File: config.mk
export PLATFORM = sky130hd
export DESIGN_NAME = avalon_mm_pipe_bridge
export DESIGN_NICKNAME = d
export VERILOG_FILES = /design/src/rtl/avalon_mm_pkg.sv /design/src/rtl/avalon_mm_skid_buf.sv /design/src/rtl/avalon_mm_pipe_bridge.sv
export SDC_FILE = /design/constraint.sdc
export NUM_CORES = 1
export LEC_CHECK = 0
export BUFFER_PORTS_ARGS = -buffer_cell sky130_fd_sc_hd__buf_2
export CAP_MARGIN = 25
export CORE_AREA = 4 4 110 112
export CTS_CLUSTER_DIAMETER = 40
export DETAILED_ROUTE_END_ITERATION = 12
export DIE_AREA = 0 0 114 116
export PLACE_DENSITY_LB_ADDON = 0.3
export RECOVER_POWER = 100
export SETUP_SLACK_MARGIN = 0.05
export SLEW_MARGIN = 20
export SYNTH_ARGS = -nofsm -noshare
export SYNTH_HDL_FRONTEND = slang
export SYNTH_SLANG_ARGS = --single-unit
File: constraint.sdc
create_clock -name clk_i -period 5.85 [get_ports clk_i]
set_input_delay 1.755 -clock clk_i [delete_from_list [all_inputs] [get_ports clk_i]]
set_output_delay 1.755 -clock clk_i [all_outputs]
set_load 0.005 [all_outputs]
File: src/rtl/avalon_mm_pkg.sv
// Shared command payload for the Avalon-MM pipeline bridge.
// Widths here are the defaults; the bridge re-derives the struct from its own parameters.
package avalon_mm_pkg;

    localparam int AVMM_DWIDTH  = 32;
    localparam int AVMM_AWIDTH  = 2;
    localparam int AVMM_BEWIDTH = AVMM_DWIDTH / 8;

    typedef struct packed {
        logic [AVMM_AWIDTH-1:0]  addr;
        logic [AVMM_DWIDTH-1:0]  wdata;
        logic [AVMM_BEWIDTH-1:0] be;
        logic                    write;
        logic                    read;
    } avmm_cmd_t;

    function automatic int pend_width(input int max_pending);
        return $clog2(max_pending + 1);
    endfunction

endpackage

File: src/rtl/avalon_mm_skid_buf.sv
// 2-entry skid buffer: main register drives the output, skid catches one extra beat.
// Latency 1 cycle; in_rdy_o is registered (low only while the skid entry is occupied).
module avalon_mm_skid_buf
    import avalon_mm_pkg::*;
#(
    parameter type T = avmm_cmd_t
) (
    input  logic clk_i,
    input  logic rst_n_i,
    input  logic in_vld_i,
    output logic in_rdy_o,
    input  T     in_dat_i,
    output logic out_vld_o,
    input  logic out_rdy_i,
    output T     out_dat_o
);

    T     main_q, main_d;
    T     skid_q, skid_d;
    logic main_vld_q, main_vld_d;
    logic skid_vld_q, skid_vld_d;
    logic acc;
    logic pop;

    assign acc = in_vld_i & ~skid_vld_q;
    assign pop = main_vld_q & out_rdy_i;

    always_comb begin
        main_d     = main_q;
        skid_d     = skid_q;
        main_vld_d = main_vld_q;
        skid_vld_d = skid_vld_q;
        if (pop) begin
            // acc cannot coincide with an occupied skid, so no third slot is needed
            if (skid_vld_q) begin
                main_d     = skid_q;
                skid_vld_d = 1'b0;
            end else if (acc) begin
                main_d = in_dat_i;
            end else begin
                main_vld_d = 1'b0;
            end
        end else if (acc) begin
            if (!main_vld_q) begin
                main_d     = in_dat_i;
                main_vld_d = 1'b1;
            end else begin
                skid_d     = in_dat_i;
                skid_vld_d = 1'b1;
            end
        end
    end

    always_ff @(posedge clk_i or negedge rst_n_i) begin
        if (!rst_n_i) begin
            main_q     <= '0;
            skid_q     <= '0;
            main_vld_q <= 1'b0;
            skid_vld_q <= 1'b0;
        end else begin
            main_q     <= main_d;
            skid_q     <= skid_d;
            main_vld_q <= main_vld_d;
            skid_vld_q <= skid_vld_d;
        end
    end

    assign in_rdy_o  = ~skid_vld_q;
    assign out_vld_o = main_vld_q;
    assign out_dat_o = main_q;

endmodule

File: src/rtl/avalon_mm_pipe_bridge.sv
// Registered Avalon-MM bridge: skid-buffered command path, registered read response, read cap.
// Latency: command 1 cycle min, response exactly 1 cycle; s_waitrequest only while skid is full.
module avalon_mm_pipe_bridge
    import avalon_mm_pkg::*;
#(
    parameter int  DWIDTH      = AVMM_DWIDTH,
    parameter int  AWIDTH      = AVMM_AWIDTH,
    parameter int  MAX_PENDING = 4,
    localparam int BEWIDTH     = DWIDTH / 8,
    localparam int PW          = pend_width(MAX_PENDING)
) (
    input  logic               clk_i,
    input  logic               rst_n_i,
    input  logic [AWIDTH-1:0]  s_address,
    input  logic               s_write,
    input  logic [DWIDTH-1:0]  s_writedata,
    input  logic [BEWIDTH-1:0] s_byteenable,
    input  logic               s_read,
    output logic               s_waitrequest,
    output logic [DWIDTH-1:0]  s_readdata,
    output logic               s_readdatavalid,
    output logic [AWIDTH-1:0]  m_address,
    output logic               m_write,
    output logic [DWIDTH-1:0]  m_writedata,
    output logic [BEWIDTH-1:0] m_byteenable,
    output logic               m_read,
    input  logic               m_waitrequest,
    input  logic [DWIDTH-1:0]  m_readdata,
    input  logic               m_readdatavalid,
    output logic [PW-1:0]      pending_o,
    output logic               err_o
);

    typedef struct packed {
        logic [AWIDTH-1:0]  addr;
        logic [DWIDTH-1:0]  wdata;
        logic [BEWIDTH-1:0] be;
        logic               write;
        logic               read;
    } cmd_t;

    cmd_t              in_cmd;
    cmd_t              main_cmd;
    logic              in_vld, in_rdy, main_vld;
    logic              cap_ok, cmd_ok, out_rdy, drain;
    logic              rd_drain, rsp_ok;
    logic [PW-1:0]     pend_q, pend_d;
    logic              err_q, err_d;
    logic              rdv_q;
    logic [DWIDTH-1:0] rdata_q;

    // A combined read+write is carried as a read; the write half is dropped
    always_comb begin
        in_cmd       = '0;
        in_cmd.addr  = s_address;
        in_cmd.wdata = s_writedata;
        in_cmd.be    = s_byteenable;
        in_cmd.write = s_write & ~s_read;
        in_cmd.read  = s_read;
    end

    assign in_vld = s_read | s_write;

    avalon_mm_skid_buf #(.T(cmd_t)) u_cmd_buf (
        .clk_i     (clk_i),
        .rst_n_i   (rst_n_i),
        .in_vld_i  (in_vld),
        .in_rdy_o  (in_rdy),
        .in_dat_i  (in_cmd),
        .out_vld_o (main_vld),
        .out_rdy_i (out_rdy),
        .out_dat_o (main_cmd)
    );

    assign cap_ok  = pend_q < PW'(MAX_PENDING);
    assign cmd_ok  = main_cmd.write | cap_ok;
    assign out_rdy = cmd_ok & ~m_waitrequest;
    assign drain   = main_vld & out_rdy;

    assign rd_drain = drain & main_cmd.read;
    assign rsp_ok   = m_readdatavalid & (pend_q != '0);

    always_comb begin
        pend_d = pend_q + PW'(rd_drain) - PW'(rsp_ok);
        err_d  = err_q
               | (in_vld & in_rdy & s_read & s_write)
               | (m_readdatavalid & (pend_q == '0));
    end

    always_ff @(posedge clk_i or negedge rst_n_i) begin
        if (!rst_n_i) begin
            pend_q  <= '0;
            err_q   <= 1'b0;
            rdv_q   <= 1'b0;
            rdata_q <= '0;
        end else begin
            pend_q <= pend_d;
            err_q  <= err_d;
            rdv_q  <= m_readdatavalid;
            if (m_readdatavalid) begin
                rdata_q <= m_readdata;
            end
        end
    end

    assign s_waitrequest   = ~in_rdy;
    assign s_readdata      = rdata_q;
    assign s_readdatavalid = rdv_q;
    assign m_address       = main_cmd.addr;
    assign m_writedata     = main_cmd.wdata;
    assign m_byteenable    = main_cmd.be;
    assign m_write         = main_vld & main_cmd.write;
    assign m_read          = main_vld & main_cmd.read & cap_ok;
    assign pending_o       = pend_q;
    assign err_o           = err_q;

endmodule

* Word level (Yosys, flattened, before mapping)
Index checks and enable logic that the tools add are counted.
** Storage, ports and cells
- Bits in registers :: 119
- Output and inout bits :: 78
- Logic and storage cells :: 63
** Cells by class
- $add $sub $neg :: 2
- Order comparisons :: 1
- Equal/unequal tests :: 3
- Multiplexer cells :: 12
- Bitwise operators :: 20
- Reductions and logical operators :: 9
** Operators by type and width (number)
- two-way mux 40 bit :: 5
- AND 1 bit :: 12
- AND reduction 3 bit :: 3
- two-way mux 1 bit :: 7
- inequality test 2 bit, second input constant :: 3
- nonzero test 2 bit :: 3
- inverter 1 bit :: 4
- bitwise OR 1 bit :: 4
- adder 3 x 1 -> 3 bit :: 1
- zero test 3 bit :: 1
- < comparator 3 bit, second input constant :: 1
- nonzero test 3 bit :: 1
- subtractor 3 x 1 -> 3 bit :: 1
- AND reduction 2 bit :: 1

* Longest topological paths before layout
- Depth after elaboration :: 7
- Mapped depth :: 9

* Modules after synthesis
Synthesis repeated with hierarchy kept, for this count alone.
** Second synthesis, totals
- Cells, all modules :: 467
- Area total of the unflattened synthesis :: 5571.6 um2
** By module, submodules not included
- avalon_mm_skid_buf :: times used 1, cells an instance 373, area an instance 3966.3 um2, sequential area each 2052.0 um2
- avalon_mm_pipe_bridge :: times used 1, cells an instance 94, area an instance 1605.3 um2, sequential area each 925.9 um2

* Worst setup path after synthesis
No wires, ideal clock.
- Kind :: input -> register
- From :: in m_readdatavalid
- To :: reg pend_q[2], in the netlist pending_o[2]
- Arrival time :: 3.460 ns
- Data required time :: 5.725 ns
- Slack :: 2.265 ns
- Stages :: 9
- Path buffers :: 2
- Path through :: clkbuf_1 clkbuf_1 nor2b_1 ha_1 inv_1 ha_1 fa_1 xor2_1 xnor2_1
** Between the ends
- Cells in the longest elaborated chain, start to end :: 2
** Ends and longest elaborated chain
- from (decl) :: line avalon_mm_pipe_bridge.sv:29 : input logic m_readdatavalid,
- AND 1 bit :: line avalon_mm_pipe_bridge.sv:81 : assign rsp_ok = m_readdatavalid & (pend_q != '0);
- subtractor 3 x 1 -> 3 bit :: line avalon_mm_pipe_bridge.sv:84 : pend_d = pend_q + PW'(rd_drain) - PW'(rsp_ok);
- net pend_d[2] :: line avalon_mm_pipe_bridge.sv:47 : logic [PW-1:0] pend_q, pend_d;
- to (signal assigned) :: line avalon_mm_pipe_bridge.sv:97 : pend_q <= pend_d;
- to (decl) :: line avalon_mm_pipe_bridge.sv:47
The timed path passes the listed nets, and every way through them passes these cells.
A chain may end at the register's enable or synchronous reset.

* Worst setup path after layout
Same ends and word-level chain as after synthesis.

==> summary by stage <==
Clock tree
The number of hold buffers added after CTS was 0. The clock transition at the registers of the reported paths is 0.05 ns. The CTS root buffer is sky130_fd_sc_hd__clkbuf_16. The number of cells upsized or downsized after cts is 0. TritonCTS built the clock tree. CTS saw 119 sinks. The H-tree was split into 4 levels. Buffers added to address setup during post-CTS repair amount to 0. No sink is reached through more buffers than the 2 on the longest clock path. The clock insertion delay at the later pin of the skew report is 0.39 ns. The total CTS buffers is 17.

Routing
In the routed layout, each cell is associated on average with a via count of 4.95. After detailed routing, the number of remaining DRC violations is 0. Wires add up to 10100 um. The number of DRC violations after detailed-routing iteration 0 is 93.

The first-pass iteration count of the detailed router is 4. Dividing the detail-routed wire length by the instance count gives 15.9 um. The detail route stage leaves a number of antenna-violating nets equal to 0. The via total after detailed routing is 3146.

GRT
The total track usage is 16.4%. The total global routing overflow is 0. The number of global-route vias before repair is 3487. The number of antenna violations at the first check in global routing is 0. The wire length of the first global-routing pass is 17000 um. The largest net degree at the start of global routing is 83.

Timing
The fmax is 251 MHz. The slew at the pin with the worst max-slew slack is 2.03 ns. The clock period minus worst slack is 3.99 ns. Setup violations remaining at the end of the flow were counted as 0.

The worst clock skew is 0.00892 ns. The count of pins over their slew limit was 116. The worst pin sits at a relative slew slack of -35.2%. Setup total negative slack on the finished layout was measured at 0 ns.

The final worst-path cycle share is 68.2%. Setup repair after global routing left no endpoint under its margin. The number of failing hold endpoints at the final stage is 0.

Power and ir drop
The net switching fraction of the power is 27.7%. The static leakage power is 2.87 nW. The design internal power is 2.36 mW.

The peak supply drop is 0.201 mV. The combinational share of power is 29.0%. The switching component of the power is 0.904 mW. For this design the ratio of total power to cell area is 511 nW/um2. The clock network accounts for 30.6% of the total power.

The part of the power in registers is 40.3%.

Synthesis
The cell area that synthesis handed to floorplanning was 5470 um2. After synthesis, the largest area contributor takes up 54.4% of total cell area. The number of storage elements in the synthesis netlist is 119. The post-synthesis net count is 439. sky130_fd_sc_hd__dfrtp_1 takes more of the synthesized area than any other cell.

By area the synthesized netlist is led by sky130_fd_sc_hd__dfrtp_1, sky130_fd_sc_hd__mux2_2, sky130_fd_sc_hd__mux2_4. The number of synthesis warnings is 0. The cell count after synthesis is 360.

Sequential elements use 54.4% of the synthesized area. The average footprint of a synthesized cell is 15.2 um2. After synthesis, the netlist uses 28 different library cells.

Setup path
The kind of critical path is in2reg. The critical path required time is 6.12 ns. For the worst setup path, the data arrival time is 4.26 ns.

STA classifies the critical path startpoint as a primary input. The count of buffer and inverter cells on the critical path is 2. The startpoint identified for the worst register-to-register timing path is pending_o[2].

The highest net fanout along the worst path is 35. The register-to-register setup slack is 2.92 ns. STA classifies the critical path endpoint as a flop. Walking the worst path, the cells encountered are clkbuf_1, nor2b_1, ha_1, inv_1, ha_1, fa_1, xor2_1, xnor2_1. On the worst path, the slowest cell contributes a delay of 1.22 ns.

The kind of cell with the highest combined delay along the critical path is buffers and inverters. The dominant cell type by count on the critical path is sky130_fd_sc_hd__ha_1. The cell with the largest stage delay on the worst path is sky130_fd_sc_hd__clkbuf_1. The capture point of the worst reg-to-reg path is u_cmd_buf.out_dat_o[33]. The depth of the critical timing path with buffers and inverters included is 8. For the worst flop-to-flop path, the logic depth is 4.

Finish
Summing all multi-input logic gate instances after layout gives 1900 um2. The register area is 2980 um2. The count of non-filler cells in the finished layout is 636. The fraction of layout cells with a size suffix above 1 is 50.3%. In the layout the commonest cells are sky130_fd_sc_hd__dfrtp_1, sky130_fd_sc_hd__mux2_2, sky130_fd_sc_hd__buf_2.

The antenna diode count is 0. The number of filler cells placed in the layout is 1009. The final net count is 560. Compared with the post-synthesis result, the final layout area differs by 16.7%. The library cell used most frequently in the layout, excluding fill and tap cells, is sky130_fd_sc_hd__dfrtp_1.

Min path
The worst hold path belongs to the class reg2reg. The number of instances on the worst hold path is 2. The worst min-delay path endpoint is err_o. The startpoint identified for the worst hold timing path is err_o.

Floorplan
From bottom edge to top edge, the die measures 116 um. The die covers 13200 um2. For this configuration, the core starts out at a cell density of 48.8%. Row generation in the floorplan step produced 39 rows.

After floorplanning, the core was sized to cover 11200 um2. From left edge to right edge, the die measures 114 um. The top-level I/O count is 154.

Place
Counting tap cells, the placed design contains a total of 605 instances. Routability-driven placement finished with a final weighted congestion of 0.695. The quantity of I/O buffers inserted on ports is 153.

The HPWL reported at the end of detailed placement is 6910 um.

Outcome
The run finished, with violations left. The checks that failed: capacitance limit, slew limit.

Job
Max-cap violations in this run came to 3.
[sequential cells by signal, indices dropped and copies added (netlist names)]
signal	cells
u_cmd_buf.skid_vld_q	1
s_readdatavalid	1
u_cmd_buf.skid_q	40
err_o	1
pending_o	3
s_readdata	32
u_cmd_buf.out_vld_o	1
u_cmd_buf.out_dat_o	40
[routing by layer]
layer | global-route usage, % | part of all wire, % | vias up
li1 | - | - | 1459
met1 | 20.1 | 42 | 1568
met2 | 26.0 | 47 | 115
met3 | 7.42 | 9.6 | 4
met4 | 5.46 | 0.68 | 0
met5 | 0 | 0 | -
[worst reg2reg max path, cell delays in order, from the launching register on]
cell                      delay [ns]
sky130_fd_sc_hd__dfrtp_1        0.43
sky130_fd_sc_hd__and2b_4        0.20
sky130_fd_sc_hd__or4b_1         1.25
sky130_fd_sc_hd__mux2_1         0.66
sky130_fd_sc_hd__mux2_2         0.27
[logic make-up (layout without fill, tap and decap cells)]
logic type      count (synthesis)  after routing  share of synthesized area (%)
mux                           150            150                           33.6
flops                         119            119                           54.4
buf+inv                        60            193                           8.14
simple gates                   18             18                           1.81
compound gates                  8              8                          0.892
fa+ha+maj                       3              3                          0.823
xor+xnor                        2              2                          0.320
[through the flow]
step	setup WS [ns]	total power, mW	hold slack (ns)	util, %	instance area (um2)
finish	1.86	3.26	0.476	56.9	6380
detailed placement	2.14	2.42	0.465	53.7	6030
global route	1.48	3.49	0.504	56.9	6380
CTS	2.54	3.44	0.481	58.8	6600
global placement	2.18	2.37	0.454	53.7	6030
floorplan	2.26	2.27	0.460	-	5470
[how the worst max path moves through the flow]
stage               slack (ns)       startpoint                    to
finish                    1.86  m_readdatavalid          pending_o[2]
global route              1.48          rst_n_i  u_cmd_buf.skid_q[11]
CTS                       2.54  m_readdatavalid          pending_o[2]
detailed placement        2.14  m_readdatavalid          pending_o[2]
global placement          2.18  m_readdatavalid          pending_o[2]
floorplan                 2.26  m_readdatavalid          pending_o[2]
[power by group through the flow]
stage                     clock, mW  combinational [mW]  sequential (mW)
after floorplan                   0               0.976             1.29
after global placement            0                1.05             1.31
after detailed placement          0                1.09             1.34
after CTS                      1.02                1.09             1.32
after global routing           1.07                1.06             1.36
final                         0.998               0.947             1.32
[synth_stat cells]
master / number
sky130_fd_sc_hd__a21oi_1: 1
sky130_fd_sc_hd__a31oi_1: 1
sky130_fd_sc_hd__and2_1: 1
sky130_fd_sc_hd__and2b_4: 1
sky130_fd_sc_hd__buf_12: 4
sky130_fd_sc_hd__buf_2: 4
sky130_fd_sc_hd__buf_4: 38
sky130_fd_sc_hd__buf_6: 1
sky130_fd_sc_hd__clkbuf_1: 8
sky130_fd_sc_hd__dfrtp_1: 119
sky130_fd_sc_hd__fa_1: 1
sky130_fd_sc_hd__ha_1: 2
sky130_fd_sc_hd__inv_1: 4
sky130_fd_sc_hd__inv_2: 1
sky130_fd_sc_hd__mux2_2: 110
sky130_fd_sc_hd__mux2_4: 40
sky130_fd_sc_hd__nand2_1: 6
sky130_fd_sc_hd__nor2_1: 3
sky130_fd_sc_hd__nor2b_1: 2
sky130_fd_sc_hd__nor3_1: 3
sky130_fd_sc_hd__nor3b_1: 1
sky130_fd_sc_hd__o211ai_1: 1
sky130_fd_sc_hd__o21ai_0: 3
sky130_fd_sc_hd__o22a_1: 1
sky130_fd_sc_hd__o22ai_1: 1
sky130_fd_sc_hd__or4b_4: 1
sky130_fd_sc_hd__xnor2_1: 1
sky130_fd_sc_hd__xor2_1: 1
[area by class of cell]
type	count	share of cell area, %
Timing Repair Buffer	157	11.4
Clock buffer	22	7.43
Tap cell	143	2.80
Multi-Input combinational cell	181	29.8
Sequential cell	119	46.6
Inverter	5	0.294
Clock inverter	9	1.57
No activity file was read; power rests on OpenSTA's default activity.
